## config.mk

```make
export PLATFORM = sky130hd
export DESIGN_NAME = riscv_mc_control
export DESIGN_NICKNAME = d
export VERILOG_FILES = /design/src/rtl/riscv_ctrl_pkg.sv /design/src/rtl/riscv_alu_decoder.sv /design/src/rtl/riscv_mc_control.sv
export SDC_FILE = /design/constraint.sdc
export NUM_CORES = 1
export LEC_CHECK = 0
export BUFFER_PORTS_ARGS = -buffer_cell sky130_fd_sc_hd__buf_4
export CORE_MARGIN = 2
export CORE_UTILIZATION = 45
export CTS_CLUSTER_DIAMETER = 200
export CTS_CLUSTER_SIZE = 40
export DETAILED_ROUTE_END_ITERATION = 10
export GPL_TIMING_DRIVEN = 0
export PLACE_DENSITY = 0.83
export SYNTH_ARGS = -nofsm -noshare
export SYNTH_HDL_FRONTEND = slang
export SYNTH_HIERARCHICAL = 1
export SYNTH_SLANG_ARGS = --single-unit
```

## constraint.sdc

```tcl
create_clock -name clk -period 2.5 [get_ports clk]
set_input_delay 0.375 -clock clk [delete_from_list [all_inputs] [get_ports clk]]
set_output_delay 0.375 -clock clk [all_outputs]
set_load 0.02 [all_outputs]
```

## src/rtl/riscv_ctrl_pkg.sv

```systemverilog
// Shared encodings for the multicycle RISC-V control unit.
package riscv_ctrl_pkg;

  typedef enum logic [3:0] {
    S_FETCH    = 4'd0,
    S_DECODE   = 4'd1,
    S_MEMADR   = 4'd2,
    S_MEMREAD  = 4'd3,
    S_MEMWB    = 4'd4,
    S_MEMWRITE = 4'd5,
    S_EXECR    = 4'd6,
    S_EXECI    = 4'd7,
    S_ALUWB    = 4'd8,
    S_BEQ      = 4'd9,
    S_JAL      = 4'd10
  } state_t;

  typedef enum logic [1:0] {
    ALUOP_ADD   = 2'b00,
    ALUOP_SUB   = 2'b01,
    ALUOP_FUNCT = 2'b10
  } alu_op_t;

  // ALUControl codes, as decoded by the existing ALU
  localparam logic [2:0] ALU_ADD = 3'b000;
  localparam logic [2:0] ALU_SUB = 3'b001;
  localparam logic [2:0] ALU_AND = 3'b010;
  localparam logic [2:0] ALU_OR  = 3'b011;
  localparam logic [2:0] ALU_SLT = 3'b101;

  localparam logic [6:0] OP_LW  = 7'b0000011;
  localparam logic [6:0] OP_SW  = 7'b0100011;
  localparam logic [6:0] OP_R   = 7'b0110011;
  localparam logic [6:0] OP_I   = 7'b0010011;
  localparam logic [6:0] OP_BEQ = 7'b1100011;
  localparam logic [6:0] OP_JAL = 7'b1101111;

  localparam logic [1:0] RES_ALUOUT    = 2'b00;
  localparam logic [1:0] RES_DATA      = 2'b01;
  localparam logic [1:0] RES_ALURESULT = 2'b10;

  localparam logic [1:0] SRCA_PC    = 2'b00;
  localparam logic [1:0] SRCA_OLDPC = 2'b01;
  localparam logic [1:0] SRCA_RD1   = 2'b10;

  localparam logic [1:0] SRCB_RD2  = 2'b00;
  localparam logic [1:0] SRCB_IMM  = 2'b01;
  localparam logic [1:0] SRCB_FOUR = 2'b10;

  localparam logic [1:0] IMM_I = 2'b00;
  localparam logic [1:0] IMM_S = 2'b01;
  localparam logic [1:0] IMM_B = 2'b10;
  localparam logic [1:0] IMM_J = 2'b11;

  // State-decoded (Moore) control word, held in registers
  typedef struct packed {
    logic       pc_write;
    logic       adr_src;
    logic       mem_read;
    logic       mem_write;
    logic       reg_write;
    logic [1:0] result_src;
    logic [1:0] alu_src_a;
    logic [1:0] alu_src_b;
    logic [1:0] imm_src;
    alu_op_t    alu_op;
  } ctrl_t;

endpackage

```

## src/rtl/riscv_alu_decoder.sv

```systemverilog
// Maps ALUOp/funct3/op[5]/funct7b5 to the ALU control code.
module riscv_alu_decoder
  import riscv_ctrl_pkg::*;
(
  input  alu_op_t    alu_op,
  input  logic [2:0] funct3,
  input  logic       op5,
  input  logic       funct7b5,
  output logic [2:0] alu_control,
  output logic       illegal_funct
);

  // ALU code selection; unsupported funct3 falls back to add
  always_comb begin
    alu_control = ALU_ADD;
    case (alu_op)
      ALUOP_SUB: alu_control = ALU_SUB;
      ALUOP_FUNCT: begin
        case (funct3)
          3'b000:  alu_control = (op5 & funct7b5) ? ALU_SUB : ALU_ADD;
          3'b010:  alu_control = ALU_SLT;
          3'b110:  alu_control = ALU_OR;
          3'b111:  alu_control = ALU_AND;
          default: alu_control = ALU_ADD;
        endcase
      end
      default: alu_control = ALU_ADD;
    endcase
  end

  // Flags funct3 values this core does not implement
  always_comb begin
    case (funct3)
      3'b000, 3'b010, 3'b110, 3'b111: illegal_funct = 1'b0;
      default:                        illegal_funct = 1'b1;
    endcase
  end

endmodule

```

## src/rtl/riscv_mc_control.sv

```systemverilog
// Multicycle control FSM: sequences fetch/decode/execute/memory/writeback.
module riscv_mc_control
  import riscv_ctrl_pkg::*;
(
  input  logic       clk,
  input  logic       rst,
  input  logic [6:0] op,
  input  logic [2:0] funct3,
  input  logic       funct7b5,
  input  logic       Zero,
  input  logic       MemReady,
  output logic       PCWrite,
  output logic       AdrSrc,
  output logic       MemRead,
  output logic       MemWrite,
  output logic       IRWrite,
  output logic [1:0] ResultSrc,
  output logic [1:0] ALUSrcA,
  output logic [1:0] ALUSrcB,
  output logic [1:0] ImmSrc,
  output logic       RegWrite,
  output logic [2:0] ALUControl,
  output logic       IllegalInstr
);

  state_t  state;
  state_t  state_next;
  ctrl_t   ctrl;
  alu_op_t alu_op_eff;
  logic    bad_funct;
  logic    run;
  logic    op_known;
  logic    op_ri;

  function automatic state_t next_state_f(input state_t s, input logic [6:0] o,
                                          input logic ready, input logic bad);
    state_t n;
    n = S_FETCH;
    case (s)
      S_FETCH:    n = ready ? S_DECODE : S_FETCH;
      S_DECODE: begin
        case (o)
          OP_LW, OP_SW: n = S_MEMADR;
          OP_R:         n = bad ? S_FETCH : S_EXECR;
          OP_I:         n = bad ? S_FETCH : S_EXECI;
          OP_BEQ:       n = S_BEQ;
          OP_JAL:       n = S_JAL;
          default:      n = S_FETCH;
        endcase
      end
      S_MEMADR:   n = (o == OP_LW) ? S_MEMREAD : S_MEMWRITE;
      S_MEMREAD:  n = ready ? S_MEMWB : S_MEMREAD;
      S_MEMWRITE: n = ready ? S_FETCH : S_MEMWRITE;
      S_EXECR, S_EXECI, S_JAL: n = S_ALUWB;
      default:    n = S_FETCH;
    endcase
    return n;
  endfunction

  function automatic ctrl_t moore_f(input state_t s, input logic [6:0] o);
    ctrl_t c;
    c        = '0;
    c.alu_op = ALUOP_ADD;
    case (s)
      S_FETCH: begin
        c.mem_read   = 1'b1;
        c.alu_src_b  = SRCB_FOUR;
        c.result_src = RES_ALURESULT;
      end
      S_DECODE: begin
        c.alu_src_a = SRCA_OLDPC;
        c.alu_src_b = SRCB_IMM;
        c.imm_src   = IMM_B;
      end
      S_MEMADR: begin
        c.alu_src_a = SRCA_RD1;
        c.alu_src_b = SRCB_IMM;
        c.imm_src   = (o == OP_SW) ? IMM_S : IMM_I;
      end
      S_MEMREAD: begin
        c.adr_src  = 1'b1;
        c.mem_read = 1'b1;
      end
      S_MEMWRITE: begin
        c.adr_src   = 1'b1;
        c.mem_write = 1'b1;
      end
      S_MEMWB: begin
        c.result_src = RES_DATA;
        c.reg_write  = 1'b1;
      end
      S_EXECR: begin
        c.alu_src_a = SRCA_RD1;
        c.alu_op    = ALUOP_FUNCT;
      end
      S_EXECI: begin
        c.alu_src_a = SRCA_RD1;
        c.alu_src_b = SRCB_IMM;
        c.alu_op    = ALUOP_FUNCT;
      end
      S_ALUWB:  c.reg_write = 1'b1;
      S_BEQ: begin
        c.alu_src_a = SRCA_RD1;
        c.alu_op    = ALUOP_SUB;
      end
      S_JAL: begin
        c.alu_src_a = SRCA_OLDPC;
        c.alu_src_b = SRCB_FOUR;
        c.pc_write  = 1'b1;
      end
      default: c.alu_op = ALUOP_ADD;
    endcase
    return c;
  endfunction

  assign state_next = next_state_f(state, op, MemReady, bad_funct);

  // State register; the Moore control word is registered alongside it
  always_ff @(posedge clk) begin
    if (rst) begin
      state <= S_FETCH;
      ctrl  <= moore_f(S_FETCH, op);
    end else begin
      state <= state_next;
      ctrl  <= moore_f(state_next, op);
    end
  end

  assign run        = ~rst;
  assign alu_op_eff = run ? ctrl.alu_op : ALUOP_ADD;

  riscv_alu_decoder u_alu_dec (
    .alu_op        (alu_op_eff),
    .funct3        (funct3),
    .op5           (op[5]),
    .funct7b5      (funct7b5),
    .alu_control   (ALUControl),
    .illegal_funct (bad_funct)
  );

  assign op_ri    = (op == OP_R) || (op == OP_I);
  assign op_known = op_ri || (op == OP_LW) || (op == OP_SW) ||
                    (op == OP_BEQ) || (op == OP_JAL);

  // Handshake/flag-gated outputs; everything is forced idle while in reset
  assign PCWrite      = run & (ctrl.pc_write | ((state == S_FETCH) & MemReady) |
                               ((state == S_BEQ) & Zero));
  assign IRWrite      = run & (state == S_FETCH) & MemReady;
  assign IllegalInstr = run & (state == S_DECODE) & (~op_known | (op_ri & bad_funct));
  assign AdrSrc       = run & ctrl.adr_src;
  assign MemRead      = run & ctrl.mem_read;
  assign MemWrite     = run & ctrl.mem_write;
  assign RegWrite     = run & ctrl.reg_write;
  assign ResultSrc    = run ? ctrl.result_src : 2'b00;
  assign ALUSrcA      = run ? ctrl.alu_src_a : 2'b00;
  assign ALUSrcB      = run ? ctrl.alu_src_b : 2'b00;
  assign ImmSrc       = run ? ctrl.imm_src : 2'b00;

endmodule

```

==> results of run 1 <==
worst max path at each step:
stage	to	slack, ns	cells after the start
3_5_place_dp	ALUControl[0]	0.27	8
2_1_floorplan	PCWrite	0.26	5
5_1_grt	ALUControl[0]	0.16	8
3_3_place_gp	ALUControl[0]	0.41	8
6_report	ALUControl[0]	0.30	8
4_1_cts	PCWrite	0.19	6
layer usage:
metal,share of wire [%],up-vias,routed length [µm]
li1,-,553,-
met1,43,504,1127
met2,52,31,1347
met3,5.1,0,134
met4,0,0,0
met5,0,-,0
layout make-up:
class / count / share of cell area [%]
multi-input cells: 104 / 48.74
clock inverters: 1 / 0.3487
repair buffers: 31 / 16.22
plain buffers: 7 / 2.703
inverters: 5 / 1.308
flip-flops and latches: 19 / 26.50
well taps: 30 / 2.616
clock buffers: 3 / 1.569
where the power goes:
part	internal (mW)	total (mW)	leakage [nW]	switching, mW
Sequential	0.310	0.311	0.155	0.00149
Combinational	0.0493	0.108	0.427	0.0587
Clock	0.0595	0.146	0.0177	0.0862
sequential cells by signal, indices dropped and copies added (netlist names):
| name | flops |
|---|---|
| ctrl | 15 |
| state | 4 |
worst max-delay path: stages:
cell,delay (ns)
buf_2,0.17
clkbuf_1,0.34
nor2b_1,0.12
inv_1,0.08
ha_1,0.16
nand2b_1,0.08
a221oi_2,0.29
buf_4,0.18
layout by cell type (no fill, tap or decap), types with 2 or more instances in the layout:
cell and instances:
dfxtp_1 19, nand3b_1 2, nand2_1 9, nand2b_1 3, inv_1 5, clkbuf_4 3
a21oi_1 3, buf_4 31, ha_1 2, nor3b_1 4, buf_2 4, o22ai_1 2
and2_1 2, nor4_1 5, clkbuf_1 2, nor2b_1 15, a22oi_1 2, nor3_1 6
nand3_1 2, o21ai_0 3, and3b_1 2, nor2_1 16, or3_1 3
logic make-up (layout without fill, tap and decap cells):
kind of cell    count (synthesis)  in the layout  share of synthesized area (%)
simple gates                   78             78                          41.70
compound gates                 22             22                          15.60
flops                          19             19                          33.63
buf+inv                        12             47                          5.089
fa+ha+maj                       2              2                          2.212
xor+xnor                        1              1                         0.7745
mux                             1              1                         0.9955
metrics by stage:
stage	worst slack, ns	power [mW]	hold slack [ns]	area [µm²]
2_1_floorplan	0.2602	0.3790	0.4944	1131
3_3_place_gp	0.4099	0.4215	0.5333	1401
3_5_place_dp	0.2663	0.4259	0.5497	1401
4_1_cts	0.1913	0.5706	0.3589	1429
5_1_grt	0.1573	0.5976	0.3386	1435
6_report	0.3048	0.5647	0.3705	1435
==> metrics.yaml, run 1 <==
layout:
  drive_gt1_share_pct: 30.00
  nNetsFinal: 188
  fin_util_pct: 59.00
  area_delta_synth_final_pct: 26.88
  multi_input_area_um2: 699.4
  regArea_um2: 380.4
  instances_no_fill: 200
  n_antenna_cell: 0
  nFillCells: 241
timing:
  drv_slew: 0
  fin_tns_setup_ns: 0
  finalCritPeriodShare_pct: 87.81
  slew_headroom_pct: 61.14
  grt_setup_unrepaired: "false"
  hold_viol: 0
  finClkSkew_ns: 0.005155
  period_minus_slack_ns: 2.195
  setup_viol_count_final: 0
  fmax_mhz: 455.5
  worst_slew_pin_slew_ns: 0.5818
yosys:
  synth_cell_types: 44
  synth-edff-count: 0
  netlist_top_cells_count: "dfxtp_1 (19), nor2_1 (16), nor2b_1 (15)"
  netlist_area_um2: 1131
  synthArstFlopShare_pct: 0
  postSynthAreaPerCell_um2: 8.378
  syn_inst: 135
  yosysMostFrequentCell: "dfxtp_1"
  synth_top_area_share_pct: 33.63
  synth_top_area_cell: "dfxtp_1"
  ys_seq_elements: 19
  syn_nets: 152
  synthFlopType: "dfxtp_1"
  yosys_warnings: 6
  synthTopCellsByArea: "dfxtp_1 (34%), nor2b_1 (8.3%), nor2_1 (5.3%), nor4_1 (3.3%), nand2_1 (3.0%)"
  seq_area_frac_synth_pct: 33.63
floorplan:
  core_um2: 2432
  die_y_um: 54.14
  initial_core_util_pct: 46.50
  rows: 18
  die_x_um: 54.14
  io-pin-count: 33
  die_area_um2: 2931
clock_tree:
  cts_tree: "built"
  post_cts_buffers: 0
  cts_buffer_depth: 2
  cts_hold_buf: 0
  clk_pin_slew_ns: 0.10
  cts-root-buf: "clkbuf_4"
  numCtsBuffers: 3
  h-tree-depth: 1
  insertion_delay_ns: 0.29
  cts_resized: 0
  cts_sinks: 19
route:
  drtIter0Drc: 14
  post_drt_via_cell_ratio: 5.440
  routedWlPerCell_um: 13.05
  wirelength_mm: 2.609
  drcViolationCount: 0
  vias: 1088
  dr.pass1.iters: 4
  ant_nets: 0
setup_path:
  critPathArrivalTime_ns: 1.82
  startpoint: "rst"
  rr_startpoint: "state[2]"
  r2r-end: "ctrl[2]"
  end_kind: "primary output"
  start_kind: "input pin"
  worstPathRequired_ns: 2.12
  crit_type: "input pin to primary output"
  path_max_fanout: 10
  r2r_slack_ns: 0.51
  rr_worst_depth: 6
hold_path:
  whs_path_depth: 3
  whs_endpoint: "ctrl[2]"
  min_path_type: "input pin to register"
  hp-start: "op[5]"
placed_design:
  io_buffers: 31
  routabilityCongestion: 0.8155
  dp_hpwl_mm: 2.045
  dp_cells: 196
global_route:
  antenna_found_initial: 0
  grt_max_degree: 12
  gr-usage-met2_pct: 37.75
  track_usage_pct: 20.18
  grt.overflow.total: 0
  use_met1_pct: 22.93
  gr-max-usage-layer: "met2"
  grt_pass1_vias: 1070
  grt_use_met3_pct: 5.000
  grt_pass1_wl_mm: 4.367
power:
  power.density_cell_area_nw_per_um2: 393.5
  vdd_ir_drop_max_v: 0.0003440
  leakagePower_nw: 0.5992
job:
  drv_cap: 0
run_status:
  outcome: "complete, no violations"
(Power assumes the default switching activity.)
==> inputs of run 2 (changes only) <==
ABC_AREA = 1   (was unset)
==> metrics.yaml, run 2 <==
power:
  vdd_ir_drop_max_v: 0.0004922
  p_seq_share_pct: 56.6
  switching_share_pct: 26.03
  intPower_mw: 0.4088
  comb_power_share_pct: 16.8
  clockPowerShare_pct: 26.6
  leakagePower_nw: 0.7424
  p_switching_mw: 0.1439
  power.density_cell_area_nw_per_um2: 396.9
yosys:
  ys_seq_elements: 19
  synthArstFlopShare_pct: 0
  netlist_top_cells_count: "nor2_1 (41), inv_1 (34), nand2_1 (29)"
  yosysMostFrequentCell: "nor2_1"
  synth_cell_types: 21
  seq_area_frac_synth_pct: 34.66
  synth-edff-count: 0
  postSynthAreaPerCell_um2: 6.199
  synthFlopType: "dfxtp_1"
  syn_nets: 194
  yosys_warnings: 6
  synth_top_area_cell: "dfxtp_1"
  netlist_area_um2: 1097
  synth_top_area_share_pct: 34.66
  syn_inst: 177
  synthTopCellsByArea: "dfxtp_1 (35%), nor2_1 (14%), inv_1 (12%), nand2_1 (9.9%), nand3_1 (6.4%)"
route:
  wirelength_mm: 2.288
  vias: 1113
  routedWlPerCell_um: 9.533
  dr.pass1.iters: 4
  ant_nets: 0
  drcViolationCount: 0
  post_drt_via_cell_ratio: 4.638
  drtIter0Drc: 27
floorplan:
  die_x_um: 53.38
  initial_core_util_pct: 48.67
  die_area_um2: 2849
  core_um2: 2255
  io-pin-count: 33
  rows: 17
  die_y_um: 53.38
clock_tree:
  cts-root-buf: "clkbuf_4"
  cts_hold_buf: 0
  post_cts_buffers: 0
  numCtsBuffers: 3
  insertion_delay_ns: 0.29
  cts_sinks: 19
  clk_pin_slew_ns: 0.10
  cts_buffer_depth: 2
  cts_tree: "built"
  h-tree-depth: 1
layout:
  area_delta_synth_final_pct: 26.91
  drive_gt1_share_pct: 26.89
  reg.largest.list: "ctrl (15), state (4)"
  regArea_um2: 380.4
  nNetsFinal: 230
  n_antenna_cell: 0
  largest_reg_flops: 15
  layout_commonest_cell: "nor2_1"
  top_register: "ctrl"
  nFillCells: 228
  final_cell_mix: "nor2_1 (41), inv_1 (34), buf_4 (31)"
  multi_input_area_um2: 551.8
timing:
  setup_viol_count_final: 0
  fin_tns_setup_ns: 0
  period_minus_slack_ns: 2.301
  grt_setup_unrepaired: "false"
  finalCritPeriodShare_pct: 92.06
  worst_slew_pin_slew_ns: 0.4622
  fmax_mhz: 434.5
  hold_viol: 0
  slew_headroom_pct: 69.18
  drv_slew: 0
  worst_slack_ns: 0.1985
  finClkSkew_ns: 0.002110
setup_path:
  crit_end: "ALUControl[0]"
  slowest_stage: "clkbuf_1"
  path_max_fanout: 10
  crit_type: "input pin to primary output"
  rr_startpoint: "state[3]"
  worstPathRequired_ns: 2.12
  end_kind: "primary output"
  r2r_slack_ns: 1.05
  rr_worst_depth: 9
  crit_chain: "clkbuf_1 > clkbuf_1 > nor2_1 > ha_1 > nand3_1 > nand2_1 > nor2_1 > nor2_1 > buf_4"
  start_kind: "input pin"
  critPathArrivalTime_ns: 1.93
  max_stage_delay_ns: 0.42
  path_common_cell: "nor2_1"
  startpoint: "rst"
  r2r-end: "ctrl[6]"
global_route:
  grt_pass1_wl_mm: 3.622
  grt_max_degree: 11
  grt.overflow.total: 0
  antenna_found_initial: 0
  track_usage_pct: 17.12
  grt_pass1_vias: 931
hold_path:
  min_path_type: "input pin to register"
placed_design:
  io_buffers: 31
  routabilityCongestion: 0.8106
  dp_hpwl_mm: 1.839
  pre_cts_ws_ns: 0.1484
job:
  drv_cap: 0
run_status:
  outcome: "complete, no violations"
==> run 2: routing by layer <==
metal / track usage (%) / share of wire, % / routed length [µm] / vias to the layer above
li1: - / - / - / 599
met1: 19.35 / 45 / 1037 / 478
met2: 30.86 / 47 / 1084 / 34
met3: 5.650 / 6.5 / 148 / 2
met4: 3.419 / 0.79 / 18 / 0
met5: 0 / 0 / 0 / -
==> run 2: kinds of logic (layout without fill, tap and decap cells) <==
| logic type | count (synthesis) | count (layout) | share of synthesized area, % |
|---|---|---|---|
| fa+ha+maj | 2 | 2 | 2.280 |
| compound gates | 7 | 7 | 3.877 |
| simple gates | 105 | 105 | 44.13 |
| flops | 19 | 19 | 34.66 |
| buf+inv | 44 | 79 | 15.05 |
==> run 2: power groups by stage <==
stage                     registers, mW  clock network [mW]  logic (mW)
after CTS                         0.313               0.149      0.0934
after floorplan                   0.319                   0      0.0521
after global placement            0.319                   0      0.0905
after global routing              0.313               0.161       0.102
after detailed placement          0.320                   0      0.0926
final                             0.313               0.147      0.0929
==> run 2: worst min path at each step <==
stage,start,to,cells after the start
floorplan,op[5],ctrl[2],2
global placement,state[1],ctrl[10],2
detailed placement,state[1],ctrl[8],2
CTS,op[5],ctrl[2],3
global route,op[5],ctrl[2],3
finish,op[5],ctrl[2],3
==> run 2: area by class of cell <==
type	count	share of cell area (%)
tap	28	2.516
timing repair buffer	31	16.71
inverter	41	11.05
clock buffer	4	1.887
multi-input combinational	114	39.62
buffer	3	0.8985
sequential	19	27.31
==> run 2: what timing repair did <==
action,CTS,global route
hold endpoints to repair,0,0
setup endpoints to repair,0,1
resized for setup,0,1
==> run 2: worst max-delay path, delay by kind of cell <==
family,cells,cell delay [ns]
adders and majority gates,1,0.23
buffers and inverters,3,0.89
and+or+nand+nor,5,0.43
==> run 2: through the flow <==
step                      utilization, %  cells  hold slack (ns)  area [µm²]  power [mW]
final                              61.76    240           0.3767        1393      0.5527
after global routing               61.76    240           0.3866        1393      0.5769
after CTS                          61.71    240           0.3836        1391      0.5551
after detailed placement           60.54    236           0.6284        1365      0.4122
after global placement             60.54    236           0.6125        1365      0.4099
after floorplan                        -    177           0.5337        1097      0.3711
